<file path="src/rtl/fetch_sequencer.sv">
// Multi-cycle instruction-fetch controller: owns the PC, fetches over a req/ack handshake, issues one slot.
// Optional performance counters are enabled by defining FETCH_PERF_CNT_EN.
module fetch_sequencer #(
    parameter logic [31:0] RESET_VECTOR = 32'h18C0,
    parameter int unsigned ACK_TIMEOUT  = 15
) (
    input  logic        clock,
    input  logic        reset,
    input  logic        run,
    input  logic        stall,
    output logic        imemReq,
    output logic [31:0] imemAddr,
    input  logic        imemAck,
    input  logic [31:0] imemData,
    output logic [31:0] instr,
    output logic        instrValid,
    input  logic        jmpFlag,
    input  logic [31:0] jmpAddress,
    input  logic        branchFlag,
    input  logic        zeroFlag,
    input  logic [31:0] branchOffset,
    output logic [31:0] pc,
    output logic        flush,
`ifdef FETCH_PERF_CNT_EN
    output logic [31:0] issueCount,
    output logic [31:0] takenCount,
`endif
    output logic        fetchError
);

    typedef enum logic [1:0] {
        S_IDLE  = 2'd0,
        S_FETCH = 2'd1,
        S_ISSUE = 2'd2,
        S_ERROR = 2'd3
    } state_e;

    localparam logic [7:0] TIMEOUT_C = 8'(ACK_TIMEOUT);

    state_e      state_q;
    logic [31:0] pc_q;
    logic [31:0] pc_d;
    logic [31:0] instr_q;
    logic        valid_q;
    logic        req_q;
    logic        flush_q;
    logic        err_q;
    logic [7:0]  cnt_q;
    logic        jump_taken;
    logic        branch_taken;
    logic        issue_exit;

    // Next-PC selection; jump outranks branch, so a simultaneous branch never flushes.
    // NOTE: every signal written here gets a default first so no latch can be inferred.
    always_comb begin
        jump_taken   = jmpFlag;
        branch_taken = 1'b0;
        pc_d         = pc_q + 32'd4;
        if (jmpFlag) begin
            pc_d = RESET_VECTOR + jmpAddress;
        end else if (branchFlag && !zeroFlag) begin
            branch_taken = 1'b1;
            pc_d         = pc_q + branchOffset - 32'd4;
        end
    end

    assign issue_exit = (state_q == S_ISSUE) && !stall;

    // NOTE: state uses non-blocking assignments only, and the async reset clears imemReq
    // immediately so an abandoned fetch is never seen by memory after reset asserts.
    always_ff @(posedge clock or negedge reset) begin
        if (!reset) begin
            state_q <= S_IDLE;
            pc_q    <= RESET_VECTOR;
            instr_q <= 32'd0;
            valid_q <= 1'b0;
            req_q   <= 1'b0;
            flush_q <= 1'b0;
            err_q   <= 1'b0;
            cnt_q   <= 8'd0;
        end else begin
            flush_q <= 1'b0;
            case (state_q)
                S_IDLE: begin
                    if (run) begin
                        state_q <= S_FETCH;
                        req_q   <= 1'b1;
                        cnt_q   <= 8'd0;
                    end
                end
                S_FETCH: begin
                    if (imemAck) begin
                        instr_q <= imemData;
                        cnt_q   <= 8'd0;
                        req_q   <= 1'b0;
                        valid_q <= 1'b1;
                        state_q <= S_ISSUE;
                    end else if (cnt_q + 8'd1 == TIMEOUT_C) begin
                        cnt_q   <= cnt_q + 8'd1;
                        req_q   <= 1'b0;
                        err_q   <= 1'b1;
                        state_q <= S_ERROR;
                    end else begin
                        cnt_q <= cnt_q + 8'd1;
                    end
                end
                S_ISSUE: begin
                    if (!stall) begin
                        pc_q    <= pc_d;
                        valid_q <= 1'b0;
                        flush_q <= branch_taken;
                        if (run) begin
                            state_q <= S_FETCH;
                            req_q   <= 1'b1;
                        end else begin
                            state_q <= S_IDLE;
                        end
                    end
                end
                S_ERROR: begin
                    req_q   <= 1'b0;
                    valid_q <= 1'b0;
                    err_q   <= 1'b1;
                end
                default: state_q <= S_IDLE;
            endcase
        end
    end

`ifdef FETCH_PERF_CNT_EN
    logic [31:0] issue_cnt_q;
    logic [31:0] taken_cnt_q;

    // Saturating event counters.
    always_ff @(posedge clock or negedge reset) begin
        if (!reset) begin
            issue_cnt_q <= 32'd0;
            taken_cnt_q <= 32'd0;
        end else if (issue_exit) begin
            if (issue_cnt_q != 32'hFFFF_FFFF) issue_cnt_q <= issue_cnt_q + 32'd1;
            if ((jump_taken || branch_taken) && taken_cnt_q != 32'hFFFF_FFFF)
                taken_cnt_q <= taken_cnt_q + 32'd1;
        end
    end

    assign issueCount = issue_cnt_q;
    assign takenCount = taken_cnt_q;
`else
    logic unused_perf;
    assign unused_perf = issue_exit;
`endif

    assign imemReq    = req_q;
    assign imemAddr   = pc_q;
    assign instr      = instr_q;
    assign instrValid = valid_q;
    assign pc         = pc_q;
    assign flush      = flush_q;
    assign fetchError = err_q;

endmodule

</file>
<file path="config.mk">
export PLATFORM = sky130hd
export DESIGN_NAME = fetch_sequencer
export DESIGN_NICKNAME = d
export VERILOG_FILES = /design/src/rtl/fetch_sequencer.sv
export SDC_FILE = /design/constraint.sdc
export NUM_CORES = 1
export LEC_CHECK = 0
export CORE_UTILIZATION = 49
export CTS_CLUSTER_DIAMETER = 80
export DETAILED_ROUTE_END_ITERATION = 12
export GPL_TIMING_DRIVEN = 0
export PLACE_DENSITY = 0.82
export SLEW_MARGIN = 10
export SYNTH_ARGS = -nofsm -noshare
export SYNTH_HDL_FRONTEND = slang
export SYNTH_SLANG_ARGS = --single-unit
</file>
<file path="constraint.sdc">
create_clock -name clock -period 3.8 [get_ports clock]
set_input_delay 1.14 -clock clock [delete_from_list [all_inputs] [get_ports clock]]
set_output_delay 1.14 -clock clock [all_outputs]
set_load 0.02 [all_outputs]
</file>
==> results of run 1 <==
worst min-delay path, delay by kind of cell, from the launching register on:
| kind | cells | cell delay, ns |
|---|---|---|
| DFF | 1 | 0.35 |
| AOI/OAI and AO/OA | 2 | 0.11 |
cells in the final DEF (no fill, tap or decap), drive strengths merged, types with 8 or more instances in the layout:
cell type	count
a211oi	12
a21o	19
a21oi	47
a22oi	9
and3	13
buf	74
clkbuf	26
clkdlybuf4s50	187
dfrtp	74
dlygate4sd2	8
ha	69
inv	134
mux2	34
nand2	64
nand2b	10
nand3	29
nand4	11
nor2	52
nor3	12
o21ai	61
xnor2	46
xor2	22
cells by family (layout without fill, tap and decap cells):
family / count (synthesis) / in the layout
compound gates: 213 / 213
xor+xnor: 68 / 68
fa+ha+maj: 70 / 70
mux: 37 / 37
buf+inv: 190 / 440
flops: 78 / 78
simple gates: 211 / 211
state kept, by name (all words and copies together), names as in the netlist:
name	flops
flush	1
imemAddr	32
fetchError	1
imemReq	1
cnt_q	8
state_q	2
instr	32
instrValid	1
power by group through the flow:
stage | logic [mW] | clock network, mW | registers [mW]
3_5_place_dp | 5.45 | 0 | 1.62
6_report | 6.94 | 0.980 | 1.62
2_1_floorplan | 3.26 | 0 | 1.96
3_3_place_gp | 5.37 | 0 | 1.60
4_1_cts | 6.15 | 0.987 | 1.61
5_1_grt | 7.39 | 1.02 | 1.67
per-stage QoR:
stage	cell area [µm²]	cells
2_1_floorplan	7082	867
3_3_place_gp	9329	1249
4_1_cts	10150	1285
5_1_grt	10450	1297
3_5_place_dp	9354	1250
6_report	10450	1297
synth_stat cells, types with 11 or more instances:
| cell | instances |
|---|---|
| sky130_fd_sc_hd__buf_4 | 32 |
| sky130_fd_sc_hd__a21oi_1 | 45 |
| sky130_fd_sc_hd__clkbuf_1 | 18 |
| sky130_fd_sc_hd__o21ai_0 | 59 |
| sky130_fd_sc_hd__and3_1 | 12 |
| sky130_fd_sc_hd__a211oi_1 | 12 |
| sky130_fd_sc_hd__nor3_1 | 12 |
| sky130_fd_sc_hd__ha_1 | 69 |
| sky130_fd_sc_hd__xor2_1 | 22 |
| sky130_fd_sc_hd__nand2_1 | 63 |
| sky130_fd_sc_hd__dfrtp_1 | 74 |
| sky130_fd_sc_hd__nand3_1 | 29 |
| sky130_fd_sc_hd__inv_1 | 133 |
| sky130_fd_sc_hd__mux2_2 | 33 |
| sky130_fd_sc_hd__nor2_1 | 52 |
| sky130_fd_sc_hd__xnor2_1 | 46 |
| sky130_fd_sc_hd__nand4_1 | 11 |
| sky130_fd_sc_hd__a21o_1 | 19 |
metal layers:
metal	wire, µm	global-route usage	vias up
met1	9396	0.3886	3504
met3	2675	0.05994	126
li1	-	-	3453
met4	1386	0.1387	0
met2	11300	0.5172	544
met5	0	0	-
worst max path at each step:
stage | to | slack, ns | depth (start not counted)
after floorplan | imemAddr[24] | 0.09 | 13
after global placement | imemAddr[22] | -1.31 | 1
after detailed placement | imemAddr[24] | -0.75 | 15
after CTS | imemAddr[24] | 0.001 | 14
after global routing | imemAddr[19] | -0.12 | 15
final | imemAddr[19] | -0.04 | 15
layout make-up:
| class | count | share of cell area |
|---|---|---|
| buffer | 55 | 0.03136 |
| timing repair buffer | 236 | 0.2203 |
| inverter | 133 | 0.04776 |
| clock buffer | 10 | 0.02286 |
| clock inverter | 6 | 0.008977 |
| multi-input combinational | 599 | 0.4600 |
| tap | 180 | 0.02154 |
| sequential | 78 | 0.1872 |
what timing repair did:
| action | CTS | global route |
|---|---|---|
| pin swaps | 40 | 43 |
| gates resized for setup | 73 | 57 |
| endpoints found under the setup margin | 18 | 14 |
| buffers inserted | 21 | 12 |
==> metrics list, run 1 <==
- Critical setup path kind: primary input to flip-flop
- The wire-length estimate of the detail-placed layout is 16540 µm.
- Counting the fill cells in the layout gives 949.
- After synthesis, the share of cell area in mux cells is 0.05830.
- Nets: 1286
- Clock Skew: 0.009079 ns
- Clock tree synthesis selected as its root buffer the cell sky130_fd_sc_hd__clkbuf_16.
- After technology mapping, the gate count stands at 867.
- Worst setup slack for register-to-register paths: 0.33 ns
* Worst Path Required: 4.00 ns
- Entering global routing, the biggest net connects 48 pins.
* Main combinational cell family by area after synthesis: compound AO/OA/AOI/OAI gates
- Traced cell by cell, the critical path runs through dlygate4sd2_1, ha_4, ha_4, inv_1, fa_2, nor2b_4, o31ai_4, a211oi_2, o21ai_2, a21oi_4, nor2_1, o21ai_1, xor2_1, a211oi_1, o31ai_1.
- Floorplan die height: 122.2 µm
- The critical path contains buffers and inverters numbering 2 combined.
- Min-Delay Startpoint: fetchError
- Part of the power in registers: 0.170
* Antenna violations before repair: 0
* Peak supply drop: 0.0005017 V
* Post-synthesis average cell area: 8.168 µm²
- In the synthesized netlist the async set-or-reset flop fraction comes to 1.000.
* Overall power of the completed layout: 9.536 mW
- Psw: 4.305 mW
- Setup slack on the critical path of the routed design comes to -0.04477 ns.
* Drt drc: 0
- The worst hold path was traced through 2 stages.
- Along the worst path, the maximum fanout reaches 5.
- For this design the top-level I/O count stands at 204.
* Finished Core Util: 0.7473
- Top FF cell, synth: sky130_fd_sc_hd__dfrtp_1
- Area grow syn2layout: 47.62%
- Post-synthesis sequential element count: 78
- Transition time at the pin with the least slew margin: 0.9111 ns
- Of the total power, combinational logic draws 0.727.
* Setup TNS: -0.05138 ns
* Area fraction in compound gates after synthesis: 0.1966
* Fmax: 260.1 MHz
- Internal cell power: 5.231 mW
- Of the synthesized area, sequential elements account for 0.2763.
- The final reports fail on setup timing.
- Counting flops with a built-in enable in the synthesized netlist gives 0.
- After clock tree synthesis, the clock-pin slew on the worst setup and hold paths is 0.07 ns.
* Synth area leaders: sky130_fd_sc_hd__dfrtp_1 (26%), sky130_fd_sc_hd__ha_1 (12%), sky130_fd_sc_hd__inv_1 (7.0%)
- In the final routed layout, each cell accounts on average for 19.09 µm.
- RSZ-0062 raised after global routing: yes
- The mapped netlist covers 7082 µm².
- For this configuration, the core starts out at a cell density of 0.5063.
- Worst path most repeated cell: sky130_fd_sc_hd__ha_4
- For the worst-skew pair, the clock arrives at the later sink with an insertion delay of 0.34 ns.
- Of the cells placed in the final design, the portion with a size suffix greater than 1 is 0.1961.
- Site row count: 43
- The startpoint identified for the worst register-to-register timing path is imemAddr[7].
* Worst-case setup slack after placement: -0.7456 ns
- The via count of the first global-routing pass came to 7106.
* Seq. cell area: 1957 µm²
- Adder-cell share of the synthesized area: 0.1247
- Inserted Diodes: 0
- For this design the ratio of total power to cell area is 912.2 nW/µm².
- Count of buffers inserted at the top-level ports: 202
- The detail route stage leaves a number of antenna-violating nets equal to 0.
* Slowest library cell on the worst path: sky130_fd_sc_hd__fa_2
* Hold violation count in the final report: 0
* Detailed Route Iter0 Violations: 1009
- Routability-driven placement finished with a final weighted congestion of 0.9179.
- Detailed-route via count: 7627
- Buffers inserted to repair hold after CTS numbered 0.
- The worst setup path is launched from a primary input.
- CTS Buf Count: 9
- Number of pins with negative max-slew slack in the final report: 0
* CTS H-Tree Depth: 3
- Placeable core region: 13990 µm²
* Ratio of routed vias to standard cells: 5.880
- Syn Nets: 1041
- No sink is reached through more buffers than the 2 on the longest clock path.
* Total of warnings raised by yosys: 0
- The synthesized design spends more area on one cell type than any other, namely sky130_fd_sc_hd__dfrtp_1.
- The first detailed-routing pass ran for 6 iterations.
- Fraction of synthesized cell area taken by the top area cell type: 0.2615
- In this run the static leakage power is 4.614 nW.
- Count of cells along the worst register-to-register path: 12
- Reg2Reg Capture Point: imemAddr[18]
- Run status: finished with violations
- CTS tree: done
- Hold Path End: fetchError
- The die covers 14940 µm².
* Number of distinct library cell variants in the gate-level netlist after synthesis: 67
- From left edge to right edge, the die measures 122.2 µm.
* Hold Crit Class: flip-flop to flip-flop
- CP top delay family: compound AO/OA/AOI/OAI gates
- Tightest hold margin: 0.4928 ns
- Relative slew slack: 0.3904
- Share of total power consumed by net switching: 0.4515
- The first global-routing pass estimated 35770 µm of wire.
- Crit path time final: 3.845 ns
* Count of max-cap constraint violations: 0
- The share of total power dissipated in the clock network is 0.103.
- Simple-Gate Fraction of Synth Area: 0.1420
- Total routing usage reported by global routing: 0.3106
- GRT Residual Overflow: 0
- WL final: 24760 µm
- Maximum single-stage delay on the critical path: 0.37 ns
* XOR/XNOR share of the synthesized area: 0.08410
- Area taken by multi-input logic gates: 4808 µm²
* Critical Path End Type: flip-flop
* Share of the clock period used by the worst path: 1.012
- Crit path DAT: 4.04 ns
* Clk sinks: 78
- Finish-stage setup viols: 2
- Worst setup path startpoint: branchOffset[1]
Power figures use the tool's default switching activity.
==> inputs of run 2 (changes only) <==
CTS_BUF_LIST = sky130_fd_sc_hd__clkbuf_16   (was unset)
==> run 2 against run 1 <==
The run still ends with setup timing left. Clock skew grew 0.0016 ns. Non-clock buffer count up 1. Hold slack better by 0.0060 ns. Global-route usage about the same. Critical path depth decreased by 2. Design area is the same. Total power is 0.25% higher. Via count increased by 1.2%. Fmax shrank 1.8%. Flip-flop and latch count unchanged. Count of clock-buffer cells in the layout is 1 lower. Sequential power barely moved. Critical path type unchanged. Highest routed layer unchanged.
==> metrics list, run 2 (same netlist as run 1, synthesis figures left out) <==
* Run status: finished with violations (unchanged)
- Failing checks: setup timing (unchanged)
- Post-detailed-route wirelength per cell: 19.27 µm (was 19.09 µm)
- Count of max-cap constraint violations: 0 (unchanged)
* Hold violation count in the final report: 0 (unchanged)
- The combinational cell fraction of total power came to 0.729 (was 0.727).
- Hold Crit Class: flip-flop to flip-flop (unchanged)
* Hpwl dp: 16540 µm (unchanged)
* Detailed Route Iter0 Violations: 916 (was 1009)
- The startpoint type of the worst setup path is a primary input (unchanged).
- The peak supply drop is 0.0005023 V (was 0.0005017 V).
- Count of buffers inserted at the top-level ports: 202 (unchanged)
- Overall power of the completed layout: 9.560 mW (was 9.536 mW)
- The clock insertion delay at the later pin of the skew report was 0.35 ns (was 0.34 ns).
- The share of final-layout standard cells stronger than drive strength 1 came to 0.1968 (was 0.1961).
- The library cell used as clock root buffer is sky130_fd_sc_hd__clkbuf_16 (unchanged).
- Setup TNS: -0.1266 ns (was -0.05138 ns)
* Effective utilization at floorplan: 0.5063 (unchanged)
* Number of placed I/O pins: 204 (unchanged)
- The count of final setup violators came to 2 (unchanged).
- The aggregate global routing overflow came to 0 (unchanged).
- Count of TritonRoute iterations in the first routing pass: 8 (was 6)
- The required time of the worst setup path came to 4.01 ns (was 4.00 ns).
- Critical setup path kind: primary input to flip-flop (unchanged)
* Final Instance Area: 10450 µm² (unchanged)
- The via count of the routed design was 7719 (was 7627).
- The slack of the critical path is -0.1164 ns (was -0.04477 ns).
- Number of global-route vias before repair: 7099 (was 7106)
- RSZ-0062 raised after global routing: yes (unchanged)
* Hold-fix buffer count after cts: 0 (unchanged)
- The cell count of the worst hold path came to 2 (unchanged).
- The total inserted antenna cells came to 0 (unchanged).
- Most frequent cells in the layout: sky130_fd_sc_hd__clkdlybuf4s50_1 (187), sky130_fd_sc_hd__inv_1 (106), sky130_fd_sc_hd__dfrtp_1 (74), sky130_fd_sc_hd__buf_4 (66), sky130_fd_sc_hd__nand2_1 (61) (was sky130_fd_sc_hd__clkdlybuf4s50_1 (187), sky130_fd_sc_hd__inv_1 (106), sky130_fd_sc_hd__dfrtp_1 (74), sky130_fd_sc_hd__buf_4 (65), sky130_fd_sc_hd__nand2_1 (61)).
- Antenna Violating Nets Remaining: 0 (unchanged)
- Crit Reg-Reg Startpoint: imemAddr[7] (unchanged)
- Number of pins with negative max-slew slack in the final report: 0 (unchanged)
- Placeable core region: 13990 µm² (unchanged)
* Critical Path End Type: flip-flop (unchanged)
* Relative slew slack: 0.3929 (was 0.3904)
- The startpoint of the worst hold path is fetchError (unchanged).
- The floorplan die width came to 122.2 µm (unchanged).
- Proportion of power drawn by the clock network: 0.101 (was 0.103)
- CTS H-Tree Depth: 3 (unchanged)
- Area grow syn2layout: 47.62% (unchanged)
- Count of cells along the worst register-to-register path: 12 (unchanged)
- The die area is 14940 µm² (unchanged).
- Total routing usage reported by global routing: 0.3110 (was 0.3106)
- Maximum root-to-sink buffer count: 2 (unchanged)
- WL final: 25020 µm (was 24760 µm)
* CTS tree: done (unchanged)
* Clock Skew: 0.01071 ns (was 0.009079 ns)
* Nets: 1287 (was 1286)
- The register clock-pin slew on the reported worst setup and hold paths was 0.06 ns (was 0.07 ns).
* Hold Path End: fetchError (unchanged)
- Gpl congestion: 0.9179 (unchanged)
- The slew at the pin closest to its max-slew limit came to 0.9073 ns (was 0.9111 ns).
* Worst setup slack for register-to-register paths: 0.24 ns (was 0.33 ns)
- Area after DPL: 9354 µm² (unchanged)
* Ratio of routed vias to standard cells: 5.947 (was 5.880)
* Power density cells: 914.5 nW/µm² (was 912.2 nW/µm²)
- The maximum frequency from static timing analysis was 255.3 MHz (was 260.1 MHz).
- The cell row count was 43 (unchanged).
* Commonest non-fill, non-tap cell in the layout: sky130_fd_sc_hd__clkdlybuf4s50_1 (unchanged)
- The share of total power consumed by net switching is 0.4544 (was 0.4515).
- CTS Buf Count: 9 (unchanged)
- Largest net degree at the start of global routing: 48 (unchanged)
- Crit path time final: 3.916 ns (was 3.845 ns)
- Drt drc: 0 (unchanged)
- Global-route wire length before repair: 35800 µm (was 35770 µm)
- The die height was 122.2 µm (unchanged).
- The leakage dissipation came to 4.614 nW (about the same).
- Maximum fanout count along the critical path: 3 (was 5)
- The internal power of the cells was 5.215 mW (was 5.231 mW).
- The number of clock sinks is 78 (unchanged).
- Share of the clock period used by the worst path: 1.031 (was 1.012)
- Antenna violations before repair: 0 (unchanged)
- The endpoint of the lowest-slack register-to-register path was imemAddr[18] (unchanged).
* Crit path DAT: 4.12 ns (was 4.04 ns)
- The proportion of power drawn by flip-flops and latches is 0.170 (about the same).
- Psw: 4.345 mW (was 4.305 mW)
-- run 2: cell count changes in the layout (fill, tap and decap cells not counted) --
cell	change
sky130_fd_sc_hd__clkinv_1	+1
sky130_fd_sc_hd__buf_4	+1
sky130_fd_sc_hd__nor2_2	+1
sky130_fd_sc_hd__nor2_1	-1
sky130_fd_sc_hd__clkbuf_8	-1
-- run 2: worst max path at each step --
stage	from	to	slack [ns]
after global routing	branchOffset[7]	imemAddr[18]	-0.11
after floorplan	branchOffset[7]	imemAddr[24]	0.09
after CTS	branchOffset[17]	imemAddr[24]	0.001
after detailed placement	branchOffset[2]	imemAddr[24]	-0.75
after global placement	reset	imemAddr[22]	-1.31
final	branchOffset[7]	imemAddr[18]	-0.12
-- run 2: routing by layer --
metal  part of all wire  global-route usage
met4              0.051              0.1441
met5                  0                   0
met3               0.11             0.06273
met1               0.39              0.3836
met2               0.46              0.5200
-- run 2: power groups by stage --
stage / Sequential [mW] / Combinational, mW / Clock [mW]
2_1_floorplan: 1.96 / 3.26 / 0
3_3_place_gp: 1.60 / 5.37 / 0
3_5_place_dp: 1.62 / 5.45 / 0
4_1_cts: 1.61 / 6.15 / 0.968
5_1_grt: 1.67 / 7.39 / 1.00
6_report: 1.62 / 6.97 / 0.966
-- run 2: final cells by class --
class                   count  area (µm²)
clock inverters             7       97.59
flip-flops and latches     78        1957
multi-input cells         599        4811
clock buffers               9       225.2
inverters                 133       499.2
well taps                 180       225.2
fillers                   955        3535
repair buffers            237        2311
plain buffers              55       327.8
-- run 2: stage by stage --
step	util	instances	setup WS [ns]	hold WS (ns)
floorplan	-	867	0.08824	0.4859
global placement	0.6669	1249	-1.306	0.4621
detailed placement	0.6687	1250	-0.7456	0.4777
CTS	0.7251	1285	0.001243	0.4943
global route	0.7473	1298	-0.1136	0.5206
finish	0.7473	1298	-0.1164	0.4987
-- run 2: what timing repair did --
| action | in CTS | in global routing |
|---|---|---|
| setup buffers | 21 | 13 |
| gates resized for setup | 73 | 58 |
| pin swaps | 39 | 45 |
| cloned | 0 | 0 |
| setup endpoints to repair | 17 | 14 |
-- run 2: worst max-delay path: stages --
cell	delay, ns
sky130_fd_sc_hd__dlygate4sd2_1	0.20
sky130_fd_sc_hd__inv_1	0.06
sky130_fd_sc_hd__ha_1	0.30
sky130_fd_sc_hd__inv_2	0.07
sky130_fd_sc_hd__ha_4	0.20
sky130_fd_sc_hd__a2111o_1	0.35
sky130_fd_sc_hd__o22a_2	0.27
sky130_fd_sc_hd__a31oi_1	0.42
sky130_fd_sc_hd__o21ai_0	0.30
sky130_fd_sc_hd__a311oi_1	0.41
sky130_fd_sc_hd__a41oi_1	0.10
sky130_fd_sc_hd__nor3_1	0.20
sky130_fd_sc_hd__o22ai_1	0.09
==> RTL edit 1 (settings of run 2) <==
Put one more register stage on the output `fetchError`, cleared by the reset. The value now appears one clock later. The other outputs are not delayed to match.
--- a/src/rtl/fetch_sequencer.sv
+++ b/src/rtl/fetch_sequencer.sv
@@ -156,7 +156,13 @@
     assign instrValid = valid_q;
     assign pc         = pc_q;
     assign flush      = flush_q;
-    assign fetchError = err_q;
+    always_ff @(posedge clock or negedge reset) begin
+        if (!reset) begin
+            fetchError <= '0;
+        end else begin
+            fetchError <= err_q;
+        end
+    end
 
 endmodule
 
Formal check against the unedited RTL: same outputs for any inputs over 4 cycles, from zero or initial values and one cycle with reset low; that may be too few to reach the edited logic, so the function may still have changed.
==> RTL edit 1 against run 2 <==
- the run still ends with setup timing left
- design area is 1.4% higher
- non-clock buffer count is 9 higher
- setup slack better by 0.027 ns
- area after synthesis is 0.35% higher
- power is 1.7% higher
- wire length is 3.9% higher
- final cell count is 0.77% higher
- global-route usage is 0.086 points higher
- sequential cell count is 1 higher
- largest power group unchanged
- highest routed layer unchanged
==> RTL edit 1: results (changes against run 2) <==
- The run finished, with violations left.
- The final reports fail on setup timing.
- Ranked by total cell area, the synthesized netlist is headed by dfrtp_1, ha_1, inv_1.
- The flip-flop and latch count after synthesis is 79 (+1.3%).
- The post-synthesis compound-gate area fraction is 19.60% (-0.069 points).
- The number of stages on the worst hold path is 0 (-2).
- The number of iterations in the first detailed-routing pass came to 7 (-1).
- The average wire per cell in the routed design is 19.87 um (+3.1%).
- The mux cell area share after synthesis was 5.810% (-0.021 points).
- The clock tree skew after final layout is 0.01075 ns (+0.00004350 ns).
- The buffer count from post-CTS setup fixing is 28 (+33%).
- The slew of the pin with the lowest slew margin is 0.9236 ns (+0.01634 ns).
- The synthesized area per cell is 8.188 um2 (+0.24%).
- The highest fanout seen on the critical path came to 6 (+3).
- The pin count of the biggest net entering global routing is 62 (+29%).
- The startpoint identified for the worst hold timing path is err_q.
- The worst hold path terminates at fetchError.
- The master of the slowest instance on the critical path is clkdlybuf4s50_1.
- The via density per instance is 6.005 (+0.98%).
- The worst endpoint data arrival time came to 4.18 ns (+0.06 ns).
- The buffer count excluding the clock tree in the final layout is 301 (+3.1%).
- The vias after detailed routing is 7855 (+1.8%).
- The number of fill cells is 934 (-2.2%).
- After clock tree synthesis, the clock-pin slew on the worst setup and hold paths is ~0.070 ns.
- The horizontal die dimension was 122.4 um (+0.17%).
- The adder-cell area share of the yosys netlist is 12.43% (-0.044 points).
- The half-perimeter wire length of the detailed placement result is 16.75 mm (+1.3%).
- The share of post-route cells with drive strength above 1 is 21.63% (+2.0 points).
- The iteration-0 DRC count of the detailed router is 942 (+2.8%).
- The net count after synthesis came to 1042 (+0.096%).
- The final estimated routing congestion in global placement is 0.9394 (+2.3%).
- The power of the combinational group is 7.21 mW (+3.4%).
- The fraction of area in multi-input gates is 46.22% (+0.20 points).
- By count the netlist is led by inv_1, dfrtp_1, ha_1.
- The clock-cell share of area is 2.737% (-0.35 points).
- The relative area of non-clock buffer cells in the final design is 25.52% (+0.28 points).
- The total routing resource utilization after global routing is 31.19% (+0.086 points).
- The global-route wire length before repair was 36.13 mm (+0.92%).
- The worst setup margin is -0.08972 ns (+0.02670 ns).
- The static leakage is 4.668 nW (+1.2%).
- The register cell area after layout is 1982 um2 (+1.3%).
- The final hold slack came to 0.3855 ns (-0.1133 ns).
- The fraction of synthesized cell area in xor and xnor cells is 8.380% (-0.030 points).
- The via count of the first global-routing pass is 7226 (+1.8%).
- The largest voltage drop on the vdd net came to 0.4704 mV (-6.4%).
- The count of cell types in the netlist is 67 (unchanged).
- The internal power of the cells is 5.272 mW (+1.1%).
- The final design area excluding fillers was 10610 um2 (+1.4%).
- The area of placed instances is 9379 um2 (+0.27%).
- The part of the Yosys area used for sequential elements is 27.89% (+0.25 points).
- The count of endpoints failing setup in the final report is 4 (+2).
- The post-cts resize count was 72 (-1.4%).
- The net count reported at finish is 1297 (+0.78%).
- The biggest cell delay along the critical path was 0.45 ns (+0.03 ns).
RTL edit 1: changes by cell type after synthesis, sizes merged:
| cell | change |
|---|---|
| dfrtp | +1 |
RTL edit 1: worst max path at each step:
stage / depth (start not counted) / to
2_1_floorplan: 13 / imemAddr[24]
3_3_place_gp: 1 / imemAddr[23]
3_5_place_dp: 15 / imemAddr[24]
4_1_cts: 15 / imemAddr[31]
5_1_grt: 15 / imemAddr[21]
6_report: 14 / imemAddr[24]
RTL edit 1: metrics by stage:
stage | setup slack, ns | TNS [ns]
3_3_place_gp | -1.378 | -113.97
5_1_grt | -0.1948 | -0.7794
4_1_cts | 0.007508 | 0
6_report | -0.08972 | -0.2324
3_5_place_dp | -0.7655 | -9.862
2_1_floorplan | 0.08824 | 0
RTL edit 1: routing by layer:
layer / GRT usage (%) / routed length, um
met5: 0 / 0
met4: 14.41 / 1610
met3: 6.599 / 2862
met2: 51.86 / 11780
met1: 38.50 / 9739
==> RTL edit 2 (config.mk and constraints of run 2) <==
Made on the original files. Build with the macro `FETCH_PERF_CNT_EN` defined.
--- a/src/rtl/fetch_sequencer.sv
+++ b/src/rtl/fetch_sequencer.sv
@@ -1,5 +1,7 @@
 // Multi-cycle instruction-fetch controller: owns the PC, fetches over a req/ack handshake, issues one slot.
 // Optional performance counters are enabled by defining FETCH_PERF_CNT_EN.
+`define FETCH_PERF_CNT_EN
+
 module fetch_sequencer #(
     parameter logic [31:0] RESET_VECTOR = 32'h18C0,
     parameter int unsigned ACK_TIMEOUT  = 15
Check against the original RTL (old outputs only; new: issueCount and takenCount): equivalent (equiv_simple and equiv_induct, registers matched by name and starting in step).
==> RTL edit 2 against run 2 <==
- combinational power is 2% lower
- wire length is 28% higher
- critical path depth is 1 higher
- area after synthesis is 45% higher
- final cell count is 35% higher
- non-clock buffer count is 53 higher
- the run still ends with setup timing left
- clock power is 78% higher
- sequential cell count is 64 higher
- synthesized cell count is 34% higher
- highest routed layer unchanged
- design area is 36% higher
- power is 14% higher
- critical endpoint is now imemAddr[28]
- setup slack better by 0.086 ns
==> RTL edit 2: results (changes against run 2) <==
- The part of the Yosys area used for sequential elements is 34.77% (+7.1 points).
- The met1 track utilization from global routing is 36.66% (-1.7 points).
- The count of cell types in the netlist came to 73 (+9.0%).
- Grouping stages by cell kind, the critical path spends the most delay in compound AO/OA/AOI/OAI gates.
- The via density per instance came to 5.645 (-5.1%).
- The worst-case register-to-register setup slack was 0.50 ns (+0.26 ns).
- The static leakage is 6.300 nW (+37%).
- The net count after synthesis is 1341 (+29%).
- The gate count of the mapped netlist is 1165 (+34%).
- The half-perimeter wire length of the detailed placement result was 23.66 mm (+43%).
- The number of fill cells is 1532 (+60%).
- The iteration-0 DRC count of the detailed router came to 886 (-3.3%).
- The final hold slack is 0.4918 ns (-0.006929 ns).
- The global-route wire length before repair is 49.72 mm (+39%).
- The global-route track usage on met2 is 47.31% (-4.7 points).
- The worst endpoint data arrival time is 4.14 ns (+0.02 ns).
- The met3 usage in global routing came to 9.250% (+3.0 points).
- The total clock buffers created by CTS is 17 (+8).
- The via count of the first global-routing pass is 9598 (+35%).
- The net count reported at finish is 1638 (+27%).
- The clock tree skew after final layout is 0.01962 ns (+0.008908 ns).
- The biggest cell delay along the critical path is 0.47 ns (+0.05 ns).
- The number of antenna violations at the first check in global routing is 1 (+1).
- The number of port buffers is 267 (+32%).
- The share of flip-flops with an asynchronous set or reset is 100.0% (unchanged).
- The worst setup margin is -0.03022 ns (+0.08620 ns).
- The pin count of the biggest net entering global routing was 76 (+58%).
- The pre-CTS setup slack came to -0.7731 ns (-0.02753 ns).
- The final design area excluding fillers is 14200 um2 (+36%).
- The slowest stage of the critical path is the clkdlybuf4s50_1 cell.
- The checks that failed: setup timing.
- The largest voltage drop on the vdd net is 0.4289 mV (-15%).
- The vias after detailed routing is 9857 (+28%).
- The total negative setup slack is -0.03022 ns (+0.09633 ns).
- The final estimated routing congestion in global placement is 0.8973 (-2.2%).
- The count of endpoints failing setup in the final report is 1 (-1).
- The area of placed instances is 13280 um2 (+42%).
- The run finished, with violations left.
- The share of post-route cells with drive strength above 1 is 12.20% (-7.5 points).
- The dominant synthesized flop cell is dfrtp_1.
- The number of cells in the design after placement is 1703 (+36%).
- The average wire per cell in the routed design is 18.33 um (-4.9%).
- In the post-synthesis netlist, the biggest area contributors are dfrtp_1, ha_1, xnor2_1.
- Sorting the synthesized cells by how often they occur yields inv_1, dfrtp_1, nand2_1.
- The relative slew slack is 44.34% (+5.0 points).
- The H-tree level count came to 4 (+1).
- The total routing resource utilization after global routing is 29.31% (-1.8 points).
- The number of iterations in the first detailed-routing pass was 5 (-3).
==> RTL edit 2: cells by family after synthesis <==
| family | after synthesis | synth area share (%) |
|---|---|---|
| buf+inv | 208 | 8.840 |
| fa+ha+maj | 72 | 8.876 |
| flops | 142 | 34.77 |
| simple gates | 342 | 17.24 |
| mux | 42 | 4.585 |
| xor+xnor | 126 | 10.78 |
| compound gates | 233 | 14.90 |
==> RTL edit 2: cell type report <==
| class | instances | share of cell area, % |
|---|---|---|
| clock buffers | 17 | 2.995 |
| diodes | 1 | 0.01762 |
| plain buffers | 62 | 2.511 |
| repair buffers | 283 | 19.88 |
| clock inverters | 15 | 1.225 |
| well taps | 270 | 2.379 |
| multi-input cells | 815 | 42.21 |
| flip-flops and latches | 142 | 25.05 |
| inverters | 141 | 3.727 |
==> RTL edit 2: final timing paths <==
check,from,to,cells past startpoint
min in group asynchronous,reset,instr[10],1
min,takenCount[22],takenCount[22],1
min reg2reg,takenCount[22],takenCount[22],1
max in group asynchronous,reset,imemAddr[22],2
max reg2reg,imemAddr[2],imemAddr[28],13
max,branchOffset[2],imemAddr[28],14
==> RTL edit 2: where the power goes <==
group	internal, mW	switching (mW)	leakage [nW]	total, mW
Sequential	1.93	0.452	1.80	2.38
Clock	0.940	0.777	0.290	1.72
Combinational	3.20	3.64	4.21	6.84
Total	6.07	4.87	6.30	10.9
==> RTL edit 2: metal layers <==
layer  vias up  part of all wire, %
met5         -                    0
met1      4704                   40
met4         0                  2.7
met2       479                   47
met3        73                  9.8
li1       4601                    -
==> RTL edit 2: timing repair <==
action,CTS,global route
hold endpoints to repair,0,0
setup endpoints to repair,11,12
pin swaps,8,22
buffers inserted,7,8
gates resized for setup,14,33
